**src/rtl/sprite_renderer_pkg.sv**
```systemverilog
// sprite_renderer_pkg
//   Shared definitions for the sprite renderer: sprite type codes, the per-type
//   width/height table, image sizes, ROM address width, background colour and
//   the return-pipeline record.
package sprite_renderer_pkg;

   typedef enum logic [1:0] {
      SprDino     = 2'b00,
      SprDinoDuck = 2'b01,
      SprCactus   = 2'b10,
      SprBird     = 2'b11
   } sprite_type_e;

   localparam int unsigned DINO_W      = 20;
   localparam int unsigned DINO_H      = 22;
   localparam int unsigned DINO_DUCK_W = 28;
   localparam int unsigned DINO_DUCK_H = 14;
   localparam int unsigned CACTUS_W    = 12;
   localparam int unsigned CACTUS_H    = 24;
   localparam int unsigned BIRD_W      = 22;
   localparam int unsigned BIRD_H      = 16;

   localparam int unsigned DINO_IMG_SIZE      = DINO_W * DINO_H;
   localparam int unsigned DINO_DUCK_IMG_SIZE = DINO_DUCK_W * DINO_DUCK_H;
   localparam int unsigned CACTUS_IMG_SIZE    = CACTUS_W * CACTUS_H;
   localparam int unsigned BIRD_IMG_SIZE      = BIRD_W * BIRD_H;

   localparam int unsigned MAX_AB_IMG_SIZE =
      (DINO_IMG_SIZE > DINO_DUCK_IMG_SIZE) ? DINO_IMG_SIZE : DINO_DUCK_IMG_SIZE;
   localparam int unsigned MAX_CD_IMG_SIZE =
      (CACTUS_IMG_SIZE > BIRD_IMG_SIZE) ? CACTUS_IMG_SIZE : BIRD_IMG_SIZE;
   localparam int unsigned MAX_IMG_SIZE =
      (MAX_AB_IMG_SIZE > MAX_CD_IMG_SIZE) ? MAX_AB_IMG_SIZE : MAX_CD_IMG_SIZE;

   localparam int unsigned SPRITE_ADDR_WIDTH = $clog2(MAX_IMG_SIZE);

   // Wide enough for the largest sprite dimension.
   localparam int unsigned SPRITE_DIM_W = 6;

   localparam logic [7:0] BG_COLOR = 8'hB6;

   // One entry of the return-side shift register.
   typedef struct packed {
      logic hit;
      logic de;
      logic hs;
      logic vs;
   } pipe_t;

   function automatic logic [SPRITE_DIM_W-1:0] obj_w(input sprite_type_e t);
      case (t)
         SprDino:     obj_w = SPRITE_DIM_W'(DINO_W);
         SprDinoDuck: obj_w = SPRITE_DIM_W'(DINO_DUCK_W);
         SprCactus:   obj_w = SPRITE_DIM_W'(CACTUS_W);
         SprBird:     obj_w = SPRITE_DIM_W'(BIRD_W);
         default:     obj_w = SPRITE_DIM_W'(DINO_W);
      endcase
   endfunction

   function automatic logic [SPRITE_DIM_W-1:0] obj_h(input sprite_type_e t);
      case (t)
         SprDino:     obj_h = SPRITE_DIM_W'(DINO_H);
         SprDinoDuck: obj_h = SPRITE_DIM_W'(DINO_DUCK_H);
         SprCactus:   obj_h = SPRITE_DIM_W'(CACTUS_H);
         SprBird:     obj_h = SPRITE_DIM_W'(BIRD_H);
         default:     obj_h = SPRITE_DIM_W'(DINO_H);
      endcase
   endfunction

endpackage

```
**src/rtl/sprite_hit_test.sv**
```systemverilog
// sprite_hit_test
//   Bounds comparator for one object slot against the current beam position.
//   Ports:
//     i_en            slot enable
//     i_type          sprite type code (selects width/height)
//     i_obj_x/i_obj_y top-left corner of the object
//     i_x/i_y         beam position
//     o_hit           beam inside the object rectangle
//     o_dx/o_dy       beam offset from the top-left corner (valid when o_hit)
module sprite_hit_test
   import sprite_renderer_pkg::*;
#(
   parameter int unsigned COORD_W = 10
) (
   input  logic               i_en,
   input  logic [1:0]         i_type,
   input  logic [COORD_W-1:0] i_obj_x,
   input  logic [COORD_W-1:0] i_obj_y,
   input  logic [COORD_W-1:0] i_x,
   input  logic [COORD_W-1:0] i_y,
   output logic               o_hit,
   output logic [COORD_W-1:0] o_dx,
   output logic [COORD_W-1:0] o_dy
);

   // One extra bit so that ox+W past the top of the coordinate range cannot wrap.
   logic [COORD_W:0] x_ext, y_ext, ox_ext, oy_ext, x_end, y_end;

   always_comb begin
      x_ext  = {1'b0, i_x};
      y_ext  = {1'b0, i_y};
      ox_ext = {1'b0, i_obj_x};
      oy_ext = {1'b0, i_obj_y};
      x_end  = ox_ext + (COORD_W+1)'(obj_w(sprite_type_e'(i_type)));
      y_end  = oy_ext + (COORD_W+1)'(obj_h(sprite_type_e'(i_type)));
      o_hit  = i_en && (x_ext >= ox_ext) && (x_ext < x_end) &&
               (y_ext >= oy_ext) && (y_ext < y_end);
      o_dx   = i_x - i_obj_x;
      o_dy   = i_y - i_obj_y;
   end

endmodule

```
**src/rtl/sprite_renderer.sv**
```systemverilog
// sprite_renderer
//   Turns the beam position and a per-frame latched object list into sprite ROM
//   requests, then composites the returned colour over BG_COLOR with de/hs/vs
//   delayed to match. Output lags the beam by SPRITE_LAT+2 clocks.
//   Optional build macro SPRITE_RENDERER_MIRROR_EN adds per-slot horizontal flip.
//   Ports:
//     i_clk, i_rst_n              pixel clock, async active-low reset
//     i_x, i_y, i_de, i_hs, i_vs  beam position and timing from the VGA generator
//     i_frame_start               latches i_obj_* into the shadow registers
//     i_obj_en/type/x/y           object list (packed, slot k at index k)
//     i_obj_flip                  per-slot mirror (MIRROR_EN builds only)
//     o_sel, o_addr               sprite ROM request
//     i_pixel_color               ROM data, SPRITE_LAT clocks after the request
//     o_color, o_de, o_hs, o_vs   composited pixel and aligned timing
module sprite_renderer
   import sprite_renderer_pkg::*;
#(
   parameter int unsigned NUM_OBJ    = 4,
   parameter int unsigned COORD_W    = 10,
   parameter int unsigned SPRITE_LAT = 3
) (
   input  logic                         i_clk,
   input  logic                         i_rst_n,
   input  logic [COORD_W-1:0]           i_x,
   input  logic [COORD_W-1:0]           i_y,
   input  logic                         i_de,
   input  logic                         i_hs,
   input  logic                         i_vs,
   input  logic                         i_frame_start,
   input  logic [NUM_OBJ-1:0]           i_obj_en,
   input  logic [2*NUM_OBJ-1:0]         i_obj_type,
   input  logic [COORD_W*NUM_OBJ-1:0]   i_obj_x,
   input  logic [COORD_W*NUM_OBJ-1:0]   i_obj_y,
`ifdef SPRITE_RENDERER_MIRROR_EN
   input  logic [NUM_OBJ-1:0]           i_obj_flip,
`endif
   output logic [1:0]                   o_sel,
   output logic [SPRITE_ADDR_WIDTH-1:0] o_addr,
   input  logic [7:0]                   i_pixel_color,
   output logic [7:0]                   o_color,
   output logic                         o_de,
   output logic                         o_hs,
   output logic                         o_vs
);

   // Shadow object list
   logic [NUM_OBJ-1:0]         obj_en_q, obj_en_d;
   logic [2*NUM_OBJ-1:0]       obj_type_q, obj_type_d;
   logic [COORD_W*NUM_OBJ-1:0] obj_x_q, obj_x_d;
   logic [COORD_W*NUM_OBJ-1:0] obj_y_q, obj_y_d;
`ifdef SPRITE_RENDERER_MIRROR_EN
   logic [NUM_OBJ-1:0]         obj_flip_q, obj_flip_d;
`endif

   always_comb begin
      obj_en_d   = obj_en_q;
      obj_type_d = obj_type_q;
      obj_x_d    = obj_x_q;
      obj_y_d    = obj_y_q;
`ifdef SPRITE_RENDERER_MIRROR_EN
      obj_flip_d = obj_flip_q;
`endif
      if (i_frame_start) begin
         obj_en_d   = i_obj_en;
         obj_type_d = i_obj_type;
         obj_x_d    = i_obj_x;
         obj_y_d    = i_obj_y;
`ifdef SPRITE_RENDERER_MIRROR_EN
         obj_flip_d = i_obj_flip;
`endif
      end
   end

   // Per-slot hit test on the shadow list
   logic [NUM_OBJ-1:0] slot_hit;
   logic [COORD_W-1:0] slot_dx [NUM_OBJ];
   logic [COORD_W-1:0] slot_dy [NUM_OBJ];

   for (genvar k = 0; k < NUM_OBJ; k++) begin : g_slot
      sprite_hit_test #(
         .COORD_W (COORD_W)
      ) u_hit_test (
         .i_en    (obj_en_q[k]),
         .i_type  (obj_type_q[2*k +: 2]),
         .i_obj_x (obj_x_q[COORD_W*k +: COORD_W]),
         .i_obj_y (obj_y_q[COORD_W*k +: COORD_W]),
         .i_x     (i_x),
         .i_y     (i_y),
         .o_hit   (slot_hit[k]),
         .o_dx    (slot_dx[k]),
         .o_dy    (slot_dy[k])
      );
   end

   // Priority encoder: the lowest-index hitting slot owns the pixel outright,
   // even where its texel is transparent.
   logic                         win_hit;
   logic [1:0]                   win_type;
   logic [COORD_W-1:0]           win_dx;
   logic [COORD_W-1:0]           win_dy;
   logic [SPRITE_DIM_W-1:0]      win_w;
   logic [COORD_W-1:0]           dx_eff;
   logic [SPRITE_ADDR_WIDTH-1:0] addr_calc;
`ifdef SPRITE_RENDERER_MIRROR_EN
   logic                         win_flip;
`endif

   always_comb begin
      win_hit  = 1'b0;
      win_type = 2'b00;
      win_dx   = '0;
      win_dy   = '0;
`ifdef SPRITE_RENDERER_MIRROR_EN
      win_flip = 1'b0;
`endif
      for (int k = 0; k < int'(NUM_OBJ); k++) begin
         if (slot_hit[k] && !win_hit) begin
            win_hit  = 1'b1;
            win_type = obj_type_q[2*k +: 2];
            win_dx   = slot_dx[k];
            win_dy   = slot_dy[k];
`ifdef SPRITE_RENDERER_MIRROR_EN
            win_flip = obj_flip_q[k];
`endif
         end
      end

      win_w  = obj_w(sprite_type_e'(win_type));
      dx_eff = win_dx;
`ifdef SPRITE_RENDERER_MIRROR_EN
      if (win_flip) begin
         dx_eff = COORD_W'(win_w) - COORD_W'(1) - win_dx;
      end
`endif
      // dy < H and dx < W on a hit, so the row-major address fits the ROM range.
      addr_calc = SPRITE_ADDR_WIDTH'(win_dy) * SPRITE_ADDR_WIDTH'(win_w) +
                  SPRITE_ADDR_WIDTH'(dx_eff);
   end

   // Request stage; sel/addr hold on a miss to avoid toggling the ROM.
   logic [1:0]                   sel_q, sel_d;
   logic [SPRITE_ADDR_WIDTH-1:0] addr_q, addr_d;

   always_comb begin
      sel_d  = sel_q;
      addr_d = addr_q;
      if (win_hit) begin
         sel_d  = win_type;
         addr_d = addr_calc;
      end
   end

   // Return shift register: entry 0 is loaded alongside the request, so the
   // tail lines up with i_pixel_color SPRITE_LAT clocks later.
   pipe_t [SPRITE_LAT:0] pipe_q, pipe_d;
   pipe_t                pipe_head;
   pipe_t                pipe_tail;

   always_comb begin
      pipe_head.hit = win_hit;
      pipe_head.de  = i_de;
      pipe_head.hs  = i_hs;
      pipe_head.vs  = i_vs;
      pipe_d        = {pipe_q[SPRITE_LAT-1:0], pipe_head};
      pipe_tail     = pipe_q[SPRITE_LAT];
   end

   // Output stage
   logic [7:0] color_q, color_d;
   logic       de_q, de_d;
   logic       hs_q, hs_d;
   logic       vs_q, vs_d;

   always_comb begin
      color_d = 8'h00;
      if (pipe_tail.de) begin
         color_d = pipe_tail.hit ? i_pixel_color : BG_COLOR;
      end
      de_d = pipe_tail.de;
      hs_d = pipe_tail.hs;
      vs_d = pipe_tail.vs;
   end

   always_ff @(posedge i_clk or negedge i_rst_n) begin
      if (!i_rst_n) begin
         obj_en_q   <= '0;
         obj_type_q <= '0;
         obj_x_q    <= '0;
         obj_y_q    <= '0;
`ifdef SPRITE_RENDERER_MIRROR_EN
         obj_flip_q <= '0;
`endif
         sel_q      <= '0;
         addr_q     <= '0;
         pipe_q     <= '0;
         color_q    <= '0;
         de_q       <= 1'b0;
         hs_q       <= 1'b0;
         vs_q       <= 1'b0;
      end else begin
         obj_en_q   <= obj_en_d;
         obj_type_q <= obj_type_d;
         obj_x_q    <= obj_x_d;
         obj_y_q    <= obj_y_d;
`ifdef SPRITE_RENDERER_MIRROR_EN
         obj_flip_q <= obj_flip_d;
`endif
         sel_q      <= sel_d;
         addr_q     <= addr_d;
         pipe_q     <= pipe_d;
         color_q    <= color_d;
         de_q       <= de_d;
         hs_q       <= hs_d;
         vs_q       <= vs_d;
      end
   end

   assign o_sel   = sel_q;
   assign o_addr  = addr_q;
   assign o_color = color_q;
   assign o_de    = de_q;
   assign o_hs    = hs_q;
   assign o_vs    = vs_q;

endmodule

```
**config.mk**
```make
export PLATFORM = sky130hd
export DESIGN_NAME = sprite_renderer
export DESIGN_NICKNAME = d
export VERILOG_FILES = /design/src/rtl/sprite_renderer_pkg.sv /design/src/rtl/sprite_hit_test.sv /design/src/rtl/sprite_renderer.sv
export SDC_FILE = /design/constraint.sdc
export NUM_CORES = 1
export LEC_CHECK = 0
export ABC_AREA = 1
export BUFFER_PORTS_ARGS = -buffer_cell sky130_fd_sc_hd__buf_2
export CORE_MARGIN = 2
export CORE_UTILIZATION = 43
export DETAILED_ROUTE_END_ITERATION = 8
export PLACE_DENSITY_LB_ADDON = 0.08
export SLEW_MARGIN = 25
export SYNTH_ARGS = -nofsm -noshare
export SYNTH_HDL_FRONTEND = slang
export SYNTH_SLANG_ARGS = --single-unit
export TNS_END_PERCENT = 20
```
**constraint.sdc**
```tcl
create_clock -name i_clk -period 8.1 [get_ports i_clk]
set_clock_uncertainty 0.15 [all_clocks]
set_input_delay 1.215 -clock i_clk [delete_from_list [all_inputs] [get_ports i_clk]]
set_output_delay 1.215 -clock i_clk [all_outputs]
set_load 0.05 [all_outputs]
```
Yosys cells after proc, flatten, opt, wreduce, memory -nomap -nowiden
Cells that the tools add are included.
- mux-type cells: 27
- reduce and logical (&&, ||, !) cells: 27
- equality and inequality tests: 15
- add/subtract/negate cells: 17
- $mul: 1
- order comparisons: 16
- operators by type and width (cell ; count):
    one-hot mux 6 bit (4 select lines) ; 9
    adder 10 x 6 -> 11 bit ; 8
    less-than comparator 10 x 11 -> 1 bit ; 8
    >= comparator 10 bit ; 8
    2-to-1 mux 9 bit ; 8
    subtractor 9 bit ; 8
    equality test 2 bit (second input constant) ; 10
    logical AND 1 bit ; 19
    2-to-1 mux 8 bit ; 2
    equality test 2 x 1 -> 1 bit (second input constant) ; 5
    logical NOT 2 bit ; 5
    adder 9 bit ; 1
    multiplier 9 x 6 -> 9 bit ; 1
    2-to-1 mux 2 bit ; 4
    2-to-1 mux 1 bit ; 4
    logical NOT 1 bit ; 3
- input port bits: 126
- word-level logic and storage cells: 129
- bits in registers: 130
- output and inout port bits: 22

Logic depth before layout (Yosys ltp)
- depth in word-level cells: 21
- mapped depth: 50

By module
From an unflattened synthesis, not the netlist that was laid out.
- cells, all modules: 1789
- area, all modules: 14036.0 µm²
- modules (own cells, without submodules) (module ; cells each ; area an instance (µm²) ; sequential area each (µm²) ; instances):
    sprite_renderer ; 558 ; 6209.7 ; 3253.1 ; 1
    sprite_hit_test at g_slot[0].u_hit_test ... ; 308 ; 1970.6 ; 0.0 ; 2
    sprite_hit_test at g_slot[2].u_hit_test ; 307 ; 1968.1 ; 0.0 ; 1
    sprite_hit_test at g_slot[1].u_hit_test ; 308 ; 1916.8 ; 0.0 ; 1

Worst setup path before layout
OpenSTA, ideal clock, no wires.
- kind: reg2reg
- start: register obj_type_q[2]
- end: register addr_q[8], in the netlist o_addr[8]
- data arrival time: 7184 ps
- library setup time: 118 ps
- path buffers: 1
- period minus slack after synthesis: 7452 ps
- setup slack: 648 ps
- stages on the path, launching flop included: 47
- cells stage by stage: dfrtp_1 inv_1 ha_1 or2_2 ha_1 fa_1 a21boi_0 o21ai_0 xor2_1 ha_1 nand2_1 inv_1 a21oi_1 nand2_1 nand2_1 nand2_1 nand2_1 nand2_1 [... 11 more ...] inv_1 fa_1 inv_1 fa_1 inv_1 fa_1 inv_1 ha_1 a21oi_1 o21ai_0 a21oi_1 nor2_1 nor2_1 inv_1 nand3_1 nand3_1 nand3_1 nand2_1
- word-level cells in the longest chain between the ends: 19
- elaborated cells on any way between the ends: 37
- classes of those cells: 3 x add/sub; 1 x mul; 2 x order compare; 6 x eq/ne; 15 x mux; 10 x reduce/logical
- RTL lines (what ; line ; text):
    from (decl) ; sprite_renderer.sv:48 ; logic [2*NUM_OBJ-1:0] obj_type_q, obj_type_d;
    from (signal assigned) ; sprite_renderer.sv:202 ; obj_type_q <= obj_type_d;
    equality test 2 bit, or another cell as far along ; sprite_renderer_pkg.sv:51, sprite_renderer_pkg.sv:61 ;
    one-hot mux 6 bit (4 select lines) ; sprite_renderer_pkg.sv:51 ; case (t)
    adder 10 x 6 -> 11 bit ; sprite_hit_test.sv:34 ; x_end = ox_ext + (COORD_W+1)'(obj_w(sprite_type_e'(i_type)));
    less-than comparator 10 x 11 -> 1 bit ; sprite_hit_test.sv:36 ; o_hit = i_en && (x_ext >= ox_ext) && (x_ext < x_end) &&
    logical AND 1 bit (2 in a row) ; sprite_hit_test.sv:36 ;
    logical AND 1 bit ; sprite_hit_test.sv:37 ; (y_ext >= oy_ext) && (y_ext < y_end);
    logical AND 1 bit ; sprite_renderer.sv:117 ; if (slot_hit[k] && !win_hit) begin
    2-to-1 mux 1 bit ; sprite_renderer.sv:117 ;
    [... 2 more ...] ; - ;
    2-to-1 mux 1 bit ; sprite_renderer.sv:117 ;
    logical NOT 1 bit ; sprite_renderer.sv:117 ;
    logical AND 1 bit ; sprite_renderer.sv:117 ;
    2-to-1 mux 2 bit ; sprite_renderer.sv:117 ;
    equality test 2 bit, or another cell as far along ; sprite_renderer_pkg.sv:51 ;
    one-hot mux 6 bit (4 select lines) ; sprite_renderer_pkg.sv:51 ;
    multiplier 9 x 6 -> 9 bit ; sprite_renderer.sv:136 ; addr_calc = SPRITE_ADDR_WIDTH'(win_dy) * SPRITE_ADDR_WIDTH'(win_w) +
    adder 9 bit ; sprite_renderer.sv:136 ;
    to (signal assigned) ; sprite_renderer.sv:209 ; addr_q <= addr_d;
    to (decl) ; sprite_renderer.sv:142 ; logic [SPRITE_ADDR_WIDTH-1:0] addr_q, addr_d;
Parallel ways exist; a longest one is shown, timed or not. The select of a mux whose other input is x is not followed.
A chain may end at the register's enable or synchronous reset.

Worst setup path in the final report
- start: register obj_type_q[5]
- end: register addr_q[8], in the netlist o_addr[8]
- word-level cells in the longest chain between the ends: 16
- elaborated cells on any way between the ends: 31
- classes of those cells: 3 x add/sub; 1 x mul; 2 x order compare; 6 x eq/ne; 11 x mux; 8 x reduce/logical
- RTL lines (what ; line):
    equality test 2 bit, or another cell as far along ; sprite_renderer_pkg.sv:51, sprite_renderer_pkg.sv:61
    one-hot mux 6 bit (4 select lines) ; sprite_renderer_pkg.sv:51
    adder 10 x 6 -> 11 bit ; sprite_hit_test.sv:34
    less-than comparator 10 x 11 -> 1 bit ; sprite_hit_test.sv:36
    logical AND 1 bit (2 in a row) ; sprite_hit_test.sv:36
    logical AND 1 bit ; sprite_hit_test.sv:37
    logical AND 1 bit ; sprite_renderer.sv:117
    2-to-1 mux 1 bit ; sprite_renderer.sv:117
    logical NOT 1 bit ; sprite_renderer.sv:117
    logical AND 1 bit ; sprite_renderer.sv:117
    2-to-1 mux 2 bit ; sprite_renderer.sv:117
    equality test 2 bit, or another cell as far along ; sprite_renderer_pkg.sv:51
    one-hot mux 6 bit (4 select lines) ; sprite_renderer_pkg.sv:51
    multiplier 9 x 6 -> 9 bit ; sprite_renderer.sv:136
    adder 9 bit ; sprite_renderer.sv:136
Parallel ways exist; a longest one is shown, timed or not. The select of a mux whose other input is x is not followed.

==> qor.txt <==
STA
--------------------------------------------------------------------------------------
Post-layout minimum cycle time                                                 7.63 ns
Number of slew-limit violations in the final report                                  0
Normalized max-slew margin                                                       40.8%
Measured slew at the worst slew-check pin                                     0.888 ns
Setup-violating endpoint count in the final report                                   0
Worst path setup slack after routing                                          0.466 ns
Summed negative setup slack over all endpoints                                    0 ns
FMAX                                                                           131 MHz
Share of the clock period used by the worst path after layout                    94.2%
Endpoints failing hold                                                               0

POWER
--------------------------------------------------------------------------------------
P_leak                                                                         8.05 nW
Power Internal                                                                 1.64 mW
Net Sw Frac                                                                      41.1%
Clock Power Share                                                                27.9%
Sum of internal, switching and leakage power                                   2.79 mW
Part of the total power dissipated in sequential elements                        28.0%
Gate power share                                                                 44.1%
Worst-case vdd ir drop                                                        0.166 mV
Net load switching power                                                       1.15 mW
P per Cell Area                                                            185 nW/um^2

CRITICAL PATH
--------------------------------------------------------------------------------------
Longest individual stage delay on the worst path                               0.52 ns
Critical Path AT                                                               7.82 ns
Sort of element at the start of the critical path                            flip-flop
Critical Path Sink Type                                                      flip-flop
Required time at the endpoint of the critical path                             8.29 ns
Slowest cell on the critical path                                         sky130_fd_sc_hd__fa_1
Cell with the most instances on the worst path                            sky130_fd_sc_hd__nand2_1
Type of the worst setup path                                              flip-flop to flip-flop
Max FO, Critical Path                                                                9

CLOCK TREE
--------------------------------------------------------------------------------------
CTS Root Cell                                                             sky130_fd_sc_hd__clkbuf_16
TritonCTS clock tree                                                               yes
Total number of H-tree levels                                                        4
CTS Buf Count                                                                       17
Clock-pin slew on the worst setup and hold paths                               0.06 ns
Clock sinks                                                                        130
Bufs on Longest Clock Path                                                           2
Clock insertion delay at the later pin of the skew report                      0.45 ns

WORST HOLD PATH
--------------------------------------------------------------------------------------
Hold WC Path Type                                                         flip-flop to flip-flop

FINISH
--------------------------------------------------------------------------------------
Ratio of cells with drive above 1 in the final layout                            14.2%
Most frequent standard cell in the layout excluding fill and tap cells    sky130_fd_sc_hd__nand2_1
Leading cell types in the layout, fill and taps excluded                  sky130_fd_sc_hd__nand2_1, sky130_fd_sc_hd__inv_1, sky130_fd_sc_hd__ha_1
Finished layout cell area                                                 15,000 sq um
Number of nets in the finished design                                            2,258
Layout overhead on the synthesized area                                          15.7%

DRT
--------------------------------------------------------------------------------------
Count of TritonRoute iterations in the first routing pass                            6
Number of DRC markers after the initial detailed-route iteration                   555
Total wire length after detailed routing                                     35,800 um
Via density per instance                                                          5.03
Post-DR wirelength/cell                                                        15.6 um
DRC                                                                                  0
Count of nets left with antenna violations after detail routing                      0
Total via count after detailed routing                                           11.5k

SYNTH
--------------------------------------------------------------------------------------
Number of distinct standard cells referenced by the synthesized netlist             52
Top_reg_cell synth                                                        sky130_fd_sc_hd__dfrtp_1
Number of enable-type register cells in the synthesized netlist                      0
Mapped cell area                                                          13,000 sq um
Mean area per synthesized cell                                              7.57 sq um
Ys async rst share                                                                100%
Fraction of the yosys area taken by sequential cells                             25.0%
Flip-flop and latch count after synthesis                                          130
Synth Warn #                                                                         0
Synthesized netlist net count                                                    2,092
Cell count after synthesis                                                       1,718

GLOBAL ROUTE
--------------------------------------------------------------------------------------
Vias in the first global route                                                   11.1k
Total gr overflow                                                                    0
Wire length of the first global-routing pass                                 56,600 um
Largest net degree at the start of global routing                                   98
Global routing usage summed across all routing layers                            23.3%
Number of antenna violations at the first check in global routing                    1

PLACE
--------------------------------------------------------------------------------------
Final estimated routing congestion in global placement                           0.908
Number of I/O port buffers                                                         147
DP Area                                                                   14,200 sq um
Detail Placement HPWL                                                        28,400 um
Worst setup slack after placement                                            0.0770 ns

RUN STATUS
--------------------------------------------------------------------------------------
Run status                                                                finished, final reports clean

DIE
--------------------------------------------------------------------------------------
Placeable Area                                                            29,700 sq um
Initial core utilization                                                         43.8%
FP Rows                                                                             63
Die width                                                                       178 um
Area of the die                                                           31,700 sq um
Vertical extent of the die                                                      178 um
Count of boundary I/O pins                                                         148

JOB
--------------------------------------------------------------------------------------
Count of maximum capacitance violations                                              0

[layer usage]
| layer | vias up | part of all wire (%) | global-route usage, % |
|---|---|---|---|
| li1 | 5960 | - | - |
| met5 | - | 0.031 | 0 |
| met4 | 2 | 2.4 | 7.72 |
| met1 | 5287 | 48 | 31.5 |
| met2 | 198 | 46 | 38.0 |
| met3 | 53 | 3.4 | 3.77 |
[power groups by stage]
stage / combinational (mW) / clock [mW] / sequential, mW
after floorplan: 0.779 / 0 / 0.872
after global placement: 1.18 / 0 / 0.791
final: 1.23 / 0.777 / 0.781
after global routing: 1.40 / 0.823 / 0.791
after detailed placement: 1.19 / 0 / 0.792
after CTS: 1.20 / 0.801 / 0.782
[timing repair]
item	4_1_cts	5_1_grt
setup endpoints to repair	0	3
gates resized for setup	0	39
hold buffers	0	0
buffers inserted	0	13
[registers in the layout, summed over array words and instances (netlist names)]
name / count
hs_d: 1
obj_type_q: 8
o_vs: 1
o_addr: 9
pipe_q: 1
obj_en_q: 4
pipe_d: 12
obj_y_q: 40
vs_d: 1
o_sel: 2
de_d: 1
o_de: 1
o_color: 8
obj_x_q: 40
o_hs: 1
[cell type report]
class                   count  area (sq um)
diodes                      1          2.50
clock buffers              21           460
clock inverters             9           109
fillers                  3034         14700
inverters                 271          1020
multi-input cells        1294          8790
flip-flops and latches    130          3250
well taps                 390           488
repair buffers            170           928
[metrics by stage]
step	hold WS [ns]	util [%]	instances
after floorplan	0.181	-	1718
after global placement	0.181	47.9	2241
after detailed placement	0.185	47.9	2241
after CTS	0.194	49.8	2271
after global routing	0.197	50.6	2285
final	0.191	50.6	2286
[path summary, 6_finish.rpt]
kind / cells after the start / startpoint / slack (ns) / to
max: 47 / obj_type_q[5] / 0.47 / o_addr[8]
min: 0 / pipe_d[13] / 0.19 / hs_d
max reg2reg: 47 / obj_type_q[5] / 0.47 / o_addr[8]
min reg2reg: 0 / pipe_d[13] / 0.19 / hs_d
max in group asynchronous: 2 / i_rst_n / 5.91 / pipe_d[10]
min in group asynchronous: 1 / i_rst_n / 0.62 / obj_y_q[15]
[cell usage after synthesis, drive strengths merged (20+ instances only)]
cell | count | share of area [%]
o21ai | 123 | 4.8
xnor2 | 22 | 1.5
nor2 | 125 | 3.8
nand2 | 391 | 11
dfrtp | 130 | 25
clkbuf | 21 | 0.61
xor2 | 76 | 5.1
nand4 | 20 | 0.96
a21oi | 108 | 4.2
ha | 224 | 22
fa | 24 | 3.7
inv | 271 | 7.8
nand3 | 79 | 3.3
[worst max-delay path: cells and delay by family (launching register included)]
family,cells,cell delay [ns]
DFF,1,0.41
AOI/OAI and AO/OA,7,0.94
xor gates and xnor gates,1,0.16
buffers and inverters,11,0.89
adders and majority gates,9,3.22
and+or+nand+nor,19,1.76
[kinds of logic after synthesis]
group,count (synthesis),share of synthesized area (%)
compound gates,291,12.5
xor+xnor,98,6.60
fa+ha+maj,248,25.2
buf+inv,295,8.55
flops,130,25.0
mux,12,1.04
simple gates,644,21.0
Note: power is estimated with default switching activity, not from simulation.
